## src/rtl/led_panel_pkg.sv

```systemverilog
// Shared types and defaults for the LED panel binary-coded-modulation scan driver.
package led_panel_pkg;

  localparam int DEF_COLS      = 64;
  localparam int DEF_ROW_BITS  = 5;
  localparam int DEF_DEPTH     = 4;
  localparam int DEF_BASE_HOLD = 64;

  typedef enum logic [2:0] {
    FIRSTCOL,
    SHIFT_LO,
    SHIFT_HI,
    LATCH,
    UNBLANK,
    HOLD,
    NEXT
  } bcm_state_t;

  // Unblank time doubles with each bit-plane, giving the binary weighting.
  function automatic int unsigned hold_len(input int unsigned base, input int unsigned plane);
    return base << plane;
  endfunction

endpackage

```

## src/rtl/led_bcm_timer.sv

```systemverilog
// Unblank hold counter: load clears the count and captures the terminal value.
module led_bcm_timer #(
  parameter int W = 9
) (
  input  logic         clk,
  input  logic         reset,
  input  logic         load,
  input  logic         run,
  input  logic [W-1:0] term,
  output logic         tc
);

  logic [W-1:0] count;
  logic [W-1:0] term_q;

  // Counting stops at the terminal value so the count never runs past its bound.
  always_ff @(posedge clk) begin
    if (!reset) begin
      count  <= '0;
      term_q <= '0;
    end else if (load) begin
      count  <= '0;
      term_q <= term;
    end else if (run && !tc) begin
      count <= count + W'(1);
    end
  end

  assign tc = (count == term_q);

endmodule

```

## src/rtl/led_panel_bcm.sv

```systemverilog
// HUB75-style row scanner with binary-coded modulation across DEPTH bit-planes.
// Optional second colour channel for dual-scan panels: define LED_PANEL_DUAL_SCAN_EN.
module led_panel_bcm
  import led_panel_pkg::*;
#(
  parameter int COLS      = DEF_COLS,
  parameter int ROW_BITS  = DEF_ROW_BITS,
  parameter int DEPTH     = DEF_DEPTH,
  parameter int BASE_HOLD = DEF_BASE_HOLD,
  localparam int COL_W    = (COLS > 1) ? $clog2(COLS) : 1,
  localparam int PLANE_W  = (DEPTH > 1) ? $clog2(DEPTH) : 1
) (
  input  logic                clk,
  input  logic                reset,
  input  logic [ROW_BITS-1:0] rows_in,
  output logic [COL_W-1:0]    pix_col,
  output logic [ROW_BITS-1:0] pix_row,
  output logic [PLANE_W-1:0]  pix_plane,
  input  logic [2:0]          pix_rgb,
`ifdef LED_PANEL_DUAL_SCAN_EN
  input  logic [2:0]          pix_rgb2,
  output logic                red2_out,
  output logic                green2_out,
  output logic                blue2_out,
`endif
  output logic                red_out,
  output logic                green_out,
  output logic                blue_out,
  output logic                sclk_out,
  output logic                latch_out,
  output logic                blank_out,
  output logic                aclk_out,
  output logic                arst_out,
  output logic [ROW_BITS-1:0] row_addr_out
);

  localparam int HOLD_MAX = hold_len(BASE_HOLD, DEPTH - 1);
  localparam int HOLD_W   = (HOLD_MAX > 2) ? $clog2(HOLD_MAX) : 1;

  bcm_state_t          state, next_state;
  logic [COL_W-1:0]    col;
  logic [ROW_BITS-1:0] row;
  logic [PLANE_W-1:0]  plane;
  logic [HOLD_W-1:0]   hold_term;
  logic                hold_tc;

  // HOLD covers all but one clock of the plane's unblank time; UNBLANK supplies the other.
  assign hold_term = HOLD_W'(hold_len(BASE_HOLD, 32'(plane)) - 32'd2);

  led_bcm_timer #(.W(HOLD_W)) u_timer (
    .clk   (clk),
    .reset (reset),
    .load  (state == UNBLANK),
    .run   (state == HOLD),
    .term  (hold_term),
    .tc    (hold_tc)
  );

  always_ff @(posedge clk) begin
    if (!reset) state <= FIRSTCOL;
    else        state <= next_state;
  end

  always_comb begin
    next_state = state;
    case (state)
      FIRSTCOL: next_state = SHIFT_LO;
      SHIFT_LO: next_state = SHIFT_HI;
      SHIFT_HI: next_state = (col == COL_W'(COLS - 1)) ? LATCH : SHIFT_LO;
      LATCH:    next_state = UNBLANK;
      UNBLANK:  next_state = HOLD;
      HOLD:     if (hold_tc) next_state = NEXT;
      NEXT:     next_state = FIRSTCOL;
      default:  next_state = FIRSTCOL;
    endcase
  end

  // Each state's output values appear on the clock after that state, so data leads sclk by one clock.
  always_ff @(posedge clk) begin
    if (!reset) begin
      col       <= '0;
      row       <= '0;
      plane     <= '0;
      red_out   <= 1'b0;
      green_out <= 1'b0;
      blue_out  <= 1'b0;
`ifdef LED_PANEL_DUAL_SCAN_EN
      red2_out   <= 1'b0;
      green2_out <= 1'b0;
      blue2_out  <= 1'b0;
`endif
      sclk_out  <= 1'b0;
      latch_out <= 1'b1;
      blank_out <= 1'b1;
      aclk_out  <= 1'b0;
      arst_out  <= 1'b1;
    end else begin
      aclk_out <= 1'b0;
      arst_out <= 1'b0;
      case (state)
        FIRSTCOL: begin
          blank_out <= 1'b1;
          latch_out <= 1'b1;
          sclk_out  <= 1'b0;
          col       <= '0;
        end
        SHIFT_LO: begin
          sclk_out <= 1'b0;
          {red_out, green_out, blue_out} <= pix_rgb;
`ifdef LED_PANEL_DUAL_SCAN_EN
          {red2_out, green2_out, blue2_out} <= pix_rgb2;
`endif
        end
        SHIFT_HI: begin
          sclk_out <= 1'b1;
          if (col != COL_W'(COLS - 1)) col <= col + COL_W'(1);
        end
        LATCH: begin
          sclk_out  <= 1'b0;
          latch_out <= 1'b0;
        end
        UNBLANK: begin
          latch_out <= 1'b1;
          blank_out <= 1'b0;
        end
        HOLD: begin
        end
        NEXT: begin
          blank_out <= 1'b1;
          if (plane != PLANE_W'(DEPTH - 1)) begin
            plane <= plane + PLANE_W'(1);
          end else begin
            plane <= '0;
            // A >= compare lets a lowered rows_in take effect on the very next advance.
            if (row >= rows_in) begin
              row      <= '0;
              arst_out <= 1'b1;
            end else begin
              row      <= row + ROW_BITS'(1);
              aclk_out <= 1'b1;
            end
          end
        end
        default: begin
        end
      endcase
    end
  end

  assign pix_col      = col;
  assign pix_row      = row;
  assign pix_plane    = plane;
  assign row_addr_out = row;

endmodule

```

## config.mk

```make
export PLATFORM = sky130hd
export DESIGN_NAME = led_panel_bcm
export DESIGN_NICKNAME = d
export VERILOG_FILES = /design/src/rtl/led_panel_pkg.sv /design/src/rtl/led_bcm_timer.sv /design/src/rtl/led_panel_bcm.sv
export SDC_FILE = /design/constraint.sdc
export NUM_CORES = 1
export LEC_CHECK = 0
export ABC_AREA = 1
export CAP_MARGIN = 30
export CORE_UTILIZATION = 45
export DETAILED_ROUTE_END_ITERATION = 12
export HOLD_SLACK_MARGIN = 0.1
export PLACE_DENSITY = 0.66
export SLEW_MARGIN = 25
export SYNTH_ARGS = -nofsm -noshare
export SYNTH_HDL_FRONTEND = slang
export SYNTH_HIERARCHICAL = 1
export SYNTH_SLANG_ARGS = --single-unit
export TNS_END_PERCENT = 10
```

## constraint.sdc

```tcl
create_clock -name clk -period 2.22 [get_ports clk]
set_input_delay 0.444 -clock clk [delete_from_list [all_inputs] [get_ports clk]]
set_output_delay 0.444 -clock clk [all_outputs]
set_load 0.05 [all_outputs]
```

==> flow_summary.rst, run 1 <==
.. list-table::
   :header-rows: 1

   * - Metric
     - Value
   * - Result of the run
     - complete, but fails checks
   * - Violations in the final reports
     - design-rule violations
   * - Initial Utilization
     - around 48%
   * - Element type at the critical path end
     - output pin
   * - Share of post-route cells with drive strength above 1
     - 7.003%
   * - Post-Synthesis Cell Area
     - 0.002166 mm²
   * - Final min period
     - between 2 and 2.5 ns
   * - Inserted Clock Buffers
     - 5
   * - Required time of the critical path
     - 1.78 ns
   * - Total number of placement rows
     - 24
   * - Type of element launching the critical path
     - flop
   * - Detailed placement HPWL
     - between 3 and 4 mm
   * - CTS Buffer Depth
     - 2
   * - Number of hold violations in the final report
     - 0
   * - Weighted congestion reported at the end of routability-driven placement
     - approximately 0.81
   * - Hold crit path type
     - flop to flop
   * - TNS Setup
     - 0 ns
   * - Peak Freq
     - between 0.4 and 0.5 GHz
   * - NumNets Final
     - approximately 380
   * - Mapped Cells
     - approximately 310
   * - Overall die height
     - 71.38 µm
   * - Pin count of the biggest net entering global routing
     - 16
   * - Clock tree from TritonCTS
     - yes
   * - CORE AREA
     - 0.004474 mm²
   * - Leakage Power
     - 1.213 nW
   * - Routed wire length per instance
     - 10.93 µm
   * - Post-CTS resize count
     - 0
   * - Unique cell type count in the Yosys netlist
     - 28
   * - Detail Route Antenna Nets
     - 0
   * - Vias in the first global route
     - roughly 1,800
   * - Highest fanout seen on the critical path
     - 6
   * - Post-route cell area
     - approximately 0.0027 mm²
   * - Dominant cells by area after synthesis
     - dfxtp_1, nand2_1, nor2_1
   * - Diode insertion count for antenna repair
     - 0
   * - Slowest CP cell
     - clkdlybuf4s50_1
   * - 1st-pass router iterations
     - 8
   * - Slew at the pin closest to its max-slew limit
     - between 0.4 and 0.5 ns
   * - Max Cap Violations
     - 0
   * - Class of the most critical setup path
     - flop to output pin
   * - Top-Level Pins
     - 36
   * - Layout area overhead
     - 23.34%
   * - Worst hold margin
     - roughly 0.45 ns
   * - Final cycle utilization of the critical path
     - between 90 and 100%
   * - Number of flip-flops and latches in the synthesized netlist
     - 42
   * - Worst vdd ir
     - ~0.35 mV
   * - Number of pins exceeding their max-slew limit in the final report
     - 0
   * - Setup Buffers After CTS
     - 0
   * - Final routed wirelength across all metal layers
     - 4.469 mm
   * - Leftover overflow at the end of global routing
     - 0
   * - Number of buffer and inverter instances along the worst setup path
     - 1
   * - Clock Sinks
     - 42
   * - Biggest area consumer among synthesized cells
     - dfxtp_1
   * - Initial antenna violation count
     - 0
   * - Dominant register cell in the synthesized netlist
     - dfxtp_1
   * - Proportion of register bits with asynchronous set or reset after synthesis
     - 0%
   * - Post-synth EDFFs
     - 0
   * - Total via count after detailed routing
     - roughly 1,900
   * - Unrepaired setup endpoints after global routing
     - no
   * - XOR/XNOR share of the synthesized area
     - 3.640%
   * - Die X
     - about 71 µm
   * - Setup violations, final
     - 0
   * - Cell chain of the critical path
     - clkdlybuf4s50_1
   * - Reg2Reg Setup Slack
     - 0.56 ns
   * - IO Port Bufs
     - 35
   * - Root buffer cell
     - clkbuf_8
   * - Critical path arrival
     - ~1.6 ns
   * - Total number of yosys warnings
     - 6
   * - Starting DRT DRC Count
     - between 80 and 90
   * - Core occupancy in the finished layout
     - about three fifths
   * - Total number of H-tree levels
     - 2
   * - Arithmetic-cell share of the synthesized area counting full adders, half adders and majority gates
     - 6.355%
   * - Clock input transition at the sequential cells of the worst setup and hold paths
     - roughly 0.090 ns
   * - Relative slew slack
     - between 60% and 70%
   * - Proportion of netlist area held by the largest area contributor
     - between 30% and 40%
   * - Kind of cell adding the most delay to the critical path
     - buffers and inverters
   * - Largest family of logic cells by synthesized area
     - simple AND/OR/NAND/NOR gates
   * - Number of vias per cell after detailed routing
     - approximately 4.7
   * - Placed standard-cell area
     - roughly 0.0026 mm²
   * - Die area
     - around 0.0051 mm²
   * - P per Cell Area
     - 567.6 mW/mm²
   * - Average cell area after synthesis
     - 6.920 µm²
   * - Post-route DRC violation count
     - 1
   * - Multiplexer share of the synthesized area
     - 0%
   * - Final clock skew
     - about 0.0061 ns
   * - Longest individual stage delay on the worst path
     - 0.86 ns
   * - Fraction of the yosys area taken by sequential cells
     - 38.82%
   * - Synth Area in Compound Gates
     - 10.34%
   * - Source-to-sink clock delay at the later pin of the worst-skew pair
     - ~0.3 ns
   * - Post-Synth Simple-Gate Area
     - between 20% and 30%
   * - First-pass GRT wire length
     - 7.810 mm
   * - Total Routing Usage GR
     - between 15 and 20%
   * - Number of hold buffers added after CTS
     - 0
## state kept, by name (all words and copies together) (netlist names)
register / flops
blank_out: 1
u_timer/term_q: 9
latch_out: 1
u_timer/count: 9
pix_col: 6
pix_row: 5
blue_out: 1
green_out: 1
red_out: 1
sclk_out: 1
pix_plane: 2
state: 3
aclk_out: 1
arst_out: 1
## placed cells by master (no fill, tap or decap), drive strengths merged
master and count:
a21oi 20, a22oi 1, a31oi 1, buf 6, clkbuf 5, clkdlybuf4s50 35, clkinv 1, clkinvlp 1
conb 6, dfxtp 42, ha 11, inv 46, nand2 67, nand3 20, nand4 4, nor2 56
nor3 3, nor4 1, o21a 1, o21ai 19, o31ai 1, or2 1, xnor2 9
## per-stage QoR
| step | total power [mW] | setup WS (ns) | std cells |
|---|---|---|---|
| finish | 1.516 | 0.1316 | 409 |
| floorplan | 0.9528 | 0.4457 | 317 |
| detailed placement | 1.018 | 0.3029 | 401 |
| CTS | 1.539 | 0.09768 | 409 |
| global placement | 1.016 | 0.3331 | 401 |
| global route | 1.597 | 0.06904 | 409 |
## power by group
group          switching (mW)  total [mW]  internal [mW]  leakage, nW
Combinational           0.134       0.209         0.0746        0.827
Sequential             0.0177       0.791          0.773        0.341
Clock                   0.290       0.517          0.227       0.0447
Total                   0.441        1.52           1.07         1.21
## cells in the mapped netlist (4+ instances only)
master,count
ha_1,11
dfxtp_1,42
o21ai_0,17
nand3_1,19
inv_2,4
a21oi_1,20
nand2_1,65
buf_4,6
inv_1,41
nor2_1,55
xnor2_1,9
## layout make-up
class / count / area, µm²
tap: 52 / 65.06
sequential: 42 / 840.8
timing repair buffer: 41 / 395.4
clock buffer: 5 / 68.82
fill: 432 / 1803
inverter: 45 / 168.9
multi-input combinational: 221 / 1107
clock inverter: 3 / 25.02
## cells by family (layout without fill, tap and decap cells)
family	Yosys count	count (layout)
compound gates	43	43
xor+xnor	9	9
fa+ha+maj	11	11
buf+inv	54	94
flops	42	42
other cells	2	6
simple gates	152	152
## path summary, 6_finish.rpt
| path | start | to | cells after the start |
|---|---|---|---|
| min | red_out$_SDFFE_PN0P_ | red_out$_SDFFE_PN0P_ | 2 |
| max | pix_row[1]$_SDFFE_PN0P_ | pix_row[1] | 1 |
| max reg2reg | state[2]$_SDFFE_PN0P_ | u_timer/count[7]$_SDFFE_PP0P_ | 9 |
| min reg2reg | red_out$_SDFFE_PN0P_ | red_out$_SDFFE_PN0P_ | 2 |
## per-layer routing
layer	vias up	share of wire [%]	track usage (%)
met1	822	51	26.40
met2	37	43	30.26
li1	1063	-	-
met5	-	0	0
met4	0	1.4	6.667
met3	5	4.6	4.641
Power figures use the tool's default switching activity.
==> inputs of run 2 (changes only) <==
- CTS_CLUSTER_SIZE: unset -> 20
==> results of run 2 <==
Same layout as run 1: the final DEF is identical, and so are final timing and power.
==> inputs of run 3 (changes only) <==
- CORE_UTILIZATION: 45 -> 53
- PLACE_DENSITY: 0.66 -> unset
- PLACE_DENSITY_LB_ADDON: unset -> 0.12
- RECOVER_POWER: unset -> 100
==> run 3 against run 2 <==
Net effect: the flow now finishes without violations; count of clock-buffer cells in the layout is 3 higher; critical path depth stayed put; maximum frequency is 1.5% lower; critical path type unchanged; first-iteration DRC count is 21% higher; combinational power is 5% lower; via count is 3.3% higher; hold slack worse by 0.0021 ns; flip-flop and latch count stayed put; sequential power hardly changed; utilization is 10 points higher; routed wire length is 1.9% lower.
==> flow_summary.rst, run 3 (synthesized netlist as in run 1, its figures left out) <==
.. list-table::
   :header-rows: 1

   * - Metric
     - Value
   * - Element type at the critical path end
     - output pin
   * - Number of pins exceeding their max-slew limit in the final report
     - 0 (unchanged)
   * - Slowest CP cell
     - dlygate4sd3_1
   * - Peak Freq
     - 0.4718 GHz (-1.5%)
   * - Initial antenna violation count
     - 0 (unchanged)
   * - Inserted Clock Buffers
     - 5 (unchanged)
   * - Terminus of the critical flop-to-flop path
     - u_timer/count[5]$_SDFFE_PP0P_
   * - Share of post-route cells with drive strength above 1
     - 4.213% (-2.8 points)
   * - Initial Utilization
     - 57.02% (+8.6 points)
   * - Number of hold violations in the final report
     - 0 (unchanged)
   * - CORE AREA
     - 0.003799 mm² (-15%)
   * - Worst setup path startpoint
     - pix_row[2]$_SDFFE_PN0P_
   * - NumNets Final
     - 376 (-0.27%)
   * - Relative contribution of sequential cells to total power
     - 50.9% (-1.3 points)
   * - Total number of H-tree levels
     - 2 (unchanged)
   * - Number of vias per cell after detailed routing
     - 4.928 (+4.6%)
   * - Number of buffer and inverter instances along the worst setup path
     - 1 (unchanged)
   * - Source of the worst hold timing path
     - green_out$_SDFFE_PN0P_
   * - Final cycle utilization of the critical path
     - 95.48% (+1.4 points)
   * - Post-CTS resize count
     - 0 (unchanged)
   * - Highest fanout seen on the critical path
     - 7 (+1)
   * - Source-to-sink clock delay at the later pin of the worst-skew pair
     - 0.29 ns (about the same)
   * - Commonest non-fill, non-tap cells in the layout
     - nand2_1, nor2_1, inv_1
   * - Total via count after detailed routing
     - 1,991 (+3.3%)
   * - First-pass GRT wire length
     - 7.679 mm (-1.7%)
   * - Starting DRT DRC Count
     - 99 (+21%)
   * - Die X
     - 65.93 µm (-7.6%)
   * - Critical path destination
     - pix_row[2]
   * - Result of the run
     - complete, no violations
   * - Clock tree from TritonCTS
     - yes
   * - Type of element launching the critical path
     - flop
   * - Critical path arrival
     - 1.68 ns (+0.04 ns)
   * - Clock Sinks
     - 42 (unchanged)
   * - Share of power burned in the clock network
     - 36.4% (+2.3 points)
   * - Cell chain of the critical path
     - dlygate4sd3_1
   * - Worst reg2reg path depth
     - 7 (-2)
   * - Total Routing Usage GR
     - 22.96% (+3.5 points)
   * - Weighted congestion reported at the end of routability-driven placement
     - 0.7897 (-1.9%)
   * - Max Cap Violations
     - 0 (unchanged)
   * - Hold crit path type
     - flop to flop
   * - Kind of cell adding the most delay to the critical path
     - buffers and inverters
   * - Routed wire length per instance
     - 10.85 µm (-0.73%)
   * - Layout area overhead
     - 22.47%
   * - Top-Level Pins
     - 36 (unchanged)
   * - Setup violations, final
     - 0 (unchanged)
   * - Startpoint of the most critical register-to-register path
     - state[0]$_SDFFE_PN0P_
   * - Unrepaired setup endpoints after global routing
     - no
   * - 1st-pass router iterations
     - 4 (-4)
   * - Most frequent standard cell in the layout excluding fill and tap cells
     - nand2_1
   * - Internal cell power
     - 1.152 mW (+7.2%)
   * - IO Port Bufs
     - 35 (unchanged)
   * - Overall die height
     - 65.93 µm (-7.6%)
   * - Relative slew slack
     - 57.13% (-9.4 points)
   * - Vias in the first global route
     - 1,811 (+3.4%)
   * - Worst vdd ir
     - 0.4644 mV (+32%)
   * - Number of hold buffers added after CTS
     - 0 (unchanged)
   * - Final routed wirelength across all metal layers
     - 4.382 mm (-1.9%)
   * - Pin count of the biggest net entering global routing
     - 15 (-1)
   * - Net load switching power
     - 0.4016 mW (-9.0%)
   * - P per Cell Area
     - 585.7 mW/mm² (+3.2%)
   * - Clock input transition at the sequential cells of the worst setup and hold paths
     - 0.08 ns (about the same)
   * - Post-route DRC violation count
     - 0 (-1)
   * - Longest individual stage delay on the worst path
     - 0.92 ns (+0.06 ns)
   * - Root buffer cell
     - clkbuf_8
   * - Reg2Reg Setup Slack
     - 0.38 ns (-0.18 ns)
   * - Relative contribution of combinational cells to total power
     - 12.7% (-1.1 points)
   * - Leftover overflow at the end of global routing
     - 0 (unchanged)
   * - Leakage Power
     - 1.277 nW (+5.3%)
   * - Power Total
     - 1.554 mW (+2.5%)
   * - TNS Setup
     - 0 ns (unchanged)
   * - FILL cells
     - 333 (-23%)
   * - Slew at the pin closest to its max-slew limit
     - 0.6406 ns (+0.1408 ns)
   * - CTS Buffer Depth
     - 2 (unchanged)
   * - Total number of placement rows
     - 22 (-8.3%)
   * - Final min period
     - 2.120 ns (+0.03135 ns)
   * - Detailed placement HPWL
     - 3.199 mm (-2.0%)
   * - Die area
     - 0.004346 mm² (-15%)
   * - Required time of the critical path
     - 1.78 ns (about the same)
   * - Class of the most critical setup path
     - flop to output pin
   * - Setup Buffers After CTS
     - 0 (unchanged)
   * - Worst path depth
     - 1 (unchanged)
   * - Detail Route Antenna Nets
     - 0 (unchanged)
   * - Diode insertion count for antenna repair
     - 0 (unchanged)
   * - Sw Ratio
     - 25.85% (-3.3 points)
   * - Final clock skew
     - 0.004271 ns (-0.001862 ns)
-- run 3: changes by cell type in the layout (fill, tap and decap cells not counted), moves of 3 or more --
cell and change:
clkdlybuf4s50_1 -26, buf_4 -5, clkbuf_8 +3, clkbuf_1 +4
dlygate4sd3_1 +26
-- run 3: cell type report --
class	instances	area (µm²)	share of cell area (%)
clock buffers	8	110.1	4.151
repair buffers	40	372.9	14.06
multi-input cells	221	1100	41.46
well taps	48	60.06	2.264
inverters	45	168.9	6.368
flip-flops and latches	42	840.8	31.70
-- run 3: metrics by stage --
stage               hold WS (ns)  worst slack [ns]  instance area, µm²  util [%]  instances
finish                    0.4435            0.1003                2653     69.83        404
global route              0.4762           0.05013                2653     69.83        404
global placement          0.4319            0.3542                2565     67.52        396
floorplan                 0.4478            0.4457                2181         -        317
CTS                       0.4523            0.1443                2675     70.42        404
detailed placement        0.4377            0.3041                2565     67.52        396
-- run 3: worst min-delay path by stage --
stage                     slack, ns  cells past startpoint                              to
after global placement         0.43                      2            red_out$_SDFFE_PN0P_
after CTS                      0.45                      2          green_out$_SDFFE_PN0P_
final                          0.44                      2          green_out$_SDFFE_PN0P_
after floorplan                0.45                      2  u_timer/term_q[0]$_SDFFE_PN0P_
after detailed placement       0.44                      2          green_out$_SDFFE_PN0P_
after global routing           0.48                      2          green_out$_SDFFE_PN0P_
-- run 3: metal layers --
| layer | up-vias | share of wire, % | GRT usage (%) |
|---|---|---|---|
| li1 | 1059 | - | - |
| met1 | 897 | 48 | 27.22 |
| met2 | 31 | 48 | 40.94 |
| met3 | 4 | 3.5 | 4.310 |
| met4 | 0 | 0.91 | 7.609 |
| met5 | - | 0 | 0 |
-- run 3: power groups by stage --
stage	clock [mW]	combinational [mW]	sequential, mW
2_1_floorplan	0	0.105	0.848
3_3_place_gp	0	0.204	0.808
3_5_place_dp	0	0.208	0.809
4_1_cts	0.575	0.209	0.791
5_1_grt	0.606	0.222	0.793
6_report	0.566	0.198	0.790
==> RTL change (settings of run 3) <==
`DEF_COLS`: 64 -> 32.
--- a/src/rtl/led_panel_pkg.sv
+++ b/src/rtl/led_panel_pkg.sv
@@ -1,7 +1,7 @@
 // Shared types and defaults for the LED panel binary-coded-modulation scan driver.
 package led_panel_pkg;
 
-  localparam int DEF_COLS      = 64;
+  localparam int DEF_COLS      = 32;
   localparam int DEF_ROW_BITS  = 5;
   localparam int DEF_DEPTH     = 4;
   localparam int DEF_BASE_HOLD = 64;
Interface: changed (resized pix_col); port bits go from 36 to 35. No check against the original RTL was run, so the function may have changed too.
==> RTL change against run 3 <==
- total power is 1.3% higher
- first-iteration DRC count is 14% higher
- critical path depth stayed put
- non-clock buffer count is 3 lower
- register-to-register slack worse by 0.02 ns
- sequential share of layout area is 1.1 points lower
- sequential cell count is 1 lower
- routed wire length is 2.8% lower
- worst hold slack better by 0.021 ns
- area after synthesis is 3.1% higher
- worst setup slack better by 0.039 ns
- synthesized cell count is 0.96% higher
- combinational power is 2% lower
- final area is 1.2% higher
==> RTL change: results (changes against run 3) <==
STA
  • Worst rel slew slack: 58.61% (+1.5 points)
  • Layout Skew: 0.003616 ns (-0.0006549 ns)

Power
  • Maximum VDD drop: 0.4407 mV (-5.1%)
  • Pleak: 1.298 nW (+1.6%)

Place
  • Placer Congestion: 0.8733 (+11%)
  • I/O Buffers: 34 (-2.9%)
  • Final HPWL DP: 3.166 mm (-1.1%)

Global routing
  • Gr usage total: 21.78% (-1.2 points)
  • First-pass GRT wire length: 7.438 mm (-3.1%)
  • Vias in the first global route: 1,731 (-4.4%)
  • Largest net degree at the start of global routing: 15 (unchanged)

Layout
  • FILL cells: 354 (+6.3%)
  • Ant diodes: 0 (unchanged)
  • Layout Nets: 375 (-0.27%)
  • Layout cell share with drive strength beyond 1: 5.650% (+1.4 points)

Worst setup path
  • Crit path DAT: 1.64 ns (-0.04 ns)
  • CP top delay family: buffers and inverters
  • Worst-path maximum fanout: 6 (-1)

Synth
  • Synth warn: 6 (unchanged)
  • Ys flop type: dfxtp_1
  • Most instantiated cells after synthesis: nand2_1 (69), nor2_1 (52), inv_1 (43), dfxtp_1 (41), nand3_1 (19)
  • Syn Inst Count: 316 (+0.96%)
  • Yosys cell types: 32 (+14%)
  • Area contributors post-synth: dfxtp_1 (37%), nand2_1 (12%), nor2_1 (8.7%)
  • Register area share after synthesis: 36.77% (-2.1 points)

Routing
  • First-pass DRT Iterations: 4 (unchanged)
  • Vias per cell: 4.834 (-1.9%)
  • Total Wirelength: 4.258 mm (-2.8%)
  • Initial DRC count: 113 (+14%)
  • Drt wl/cell: 10.54 um (-2.8%)

Outcome
  • Outcome: complete, no violations

Clock network
  • Post-CTS Setup Bufs: 0 (unchanged)
[RTL change: path summary, 6_finish.rpt]
path                            slack, ns       start               end  depth (start not counted)
worst max-delay path                 0.14  pix_row[2]        pix_row[2]                          1
worst min register to register       0.46    blue_out          blue_out                          2
worst max register to register       0.36    state[2]  u_timer/count[5]                          6
worst min-delay path                 0.46    blue_out          blue_out                          2
[RTL change: kinds of logic (layout without fill, tap and decap cells)]
logic type | after synthesis | count (layout) | synth area share (%)
AO/OA/AOI/OAI | 36 | 36 | 8.408
XOR/XNOR | 9 | 9 | 3.532
adder cells (fa/ha/maj) | 12 | 12 | 6.726
buffers and inverters | 58 | 92 | 11.60
flip-flops | 41 | 41 | 36.77
other | 2 | 6 | 0.3364
AND/OR/NAND/NOR | 158 | 158 | 32.62
[RTL change: layout make-up]
class                   count  share of cell area, %
clock inverters             1                  1.118
clock buffers               7                  3.215
well taps                  50                  2.330
repair buffers             37                  13.23
flip-flops and latches     41                  30.57
multi-input cells         221                  42.87
inverters                  47                  6.664
[RTL change: layer usage]
| layer | wire (um) | vias to the layer above | track usage [%] |
|---|---|---|---|
| li1 | - | 1048 | - |
| met4 | 59 | 0 | 7.181 |
| met1 | 2061 | 873 | 26.86 |
| met2 | 2007 | 26 | 36.74 |
| met3 | 129 | 6 | 5.137 |
| met5 | 0 | - | 0 |
[RTL change: where the power goes]
| group | total, W | switching (W) | internal, W |
|---|---|---|---|
| Sequential | 0.000771 | 0.0000170 | 0.000754 |
| Clock | 0.000610 | 0.000243 | 0.000366 |
| Combinational | 0.000194 | 0.000130 | 0.0000643 |
[RTL change: through the flow]
stage / setup WS [ns] / area, um^2 / total power (W)
CTS: 0.1778 / 2709 / 0.001607
global placement: 0.3491 / 2592 / 0.0009906
detailed placement: 0.2951 / 2592 / 0.0009925
finish: 0.1396 / 2685 / 0.001575
global route: 0.05340 / 2685 / 0.001658
floorplan: 0.4744 / 2247 / 0.0009395
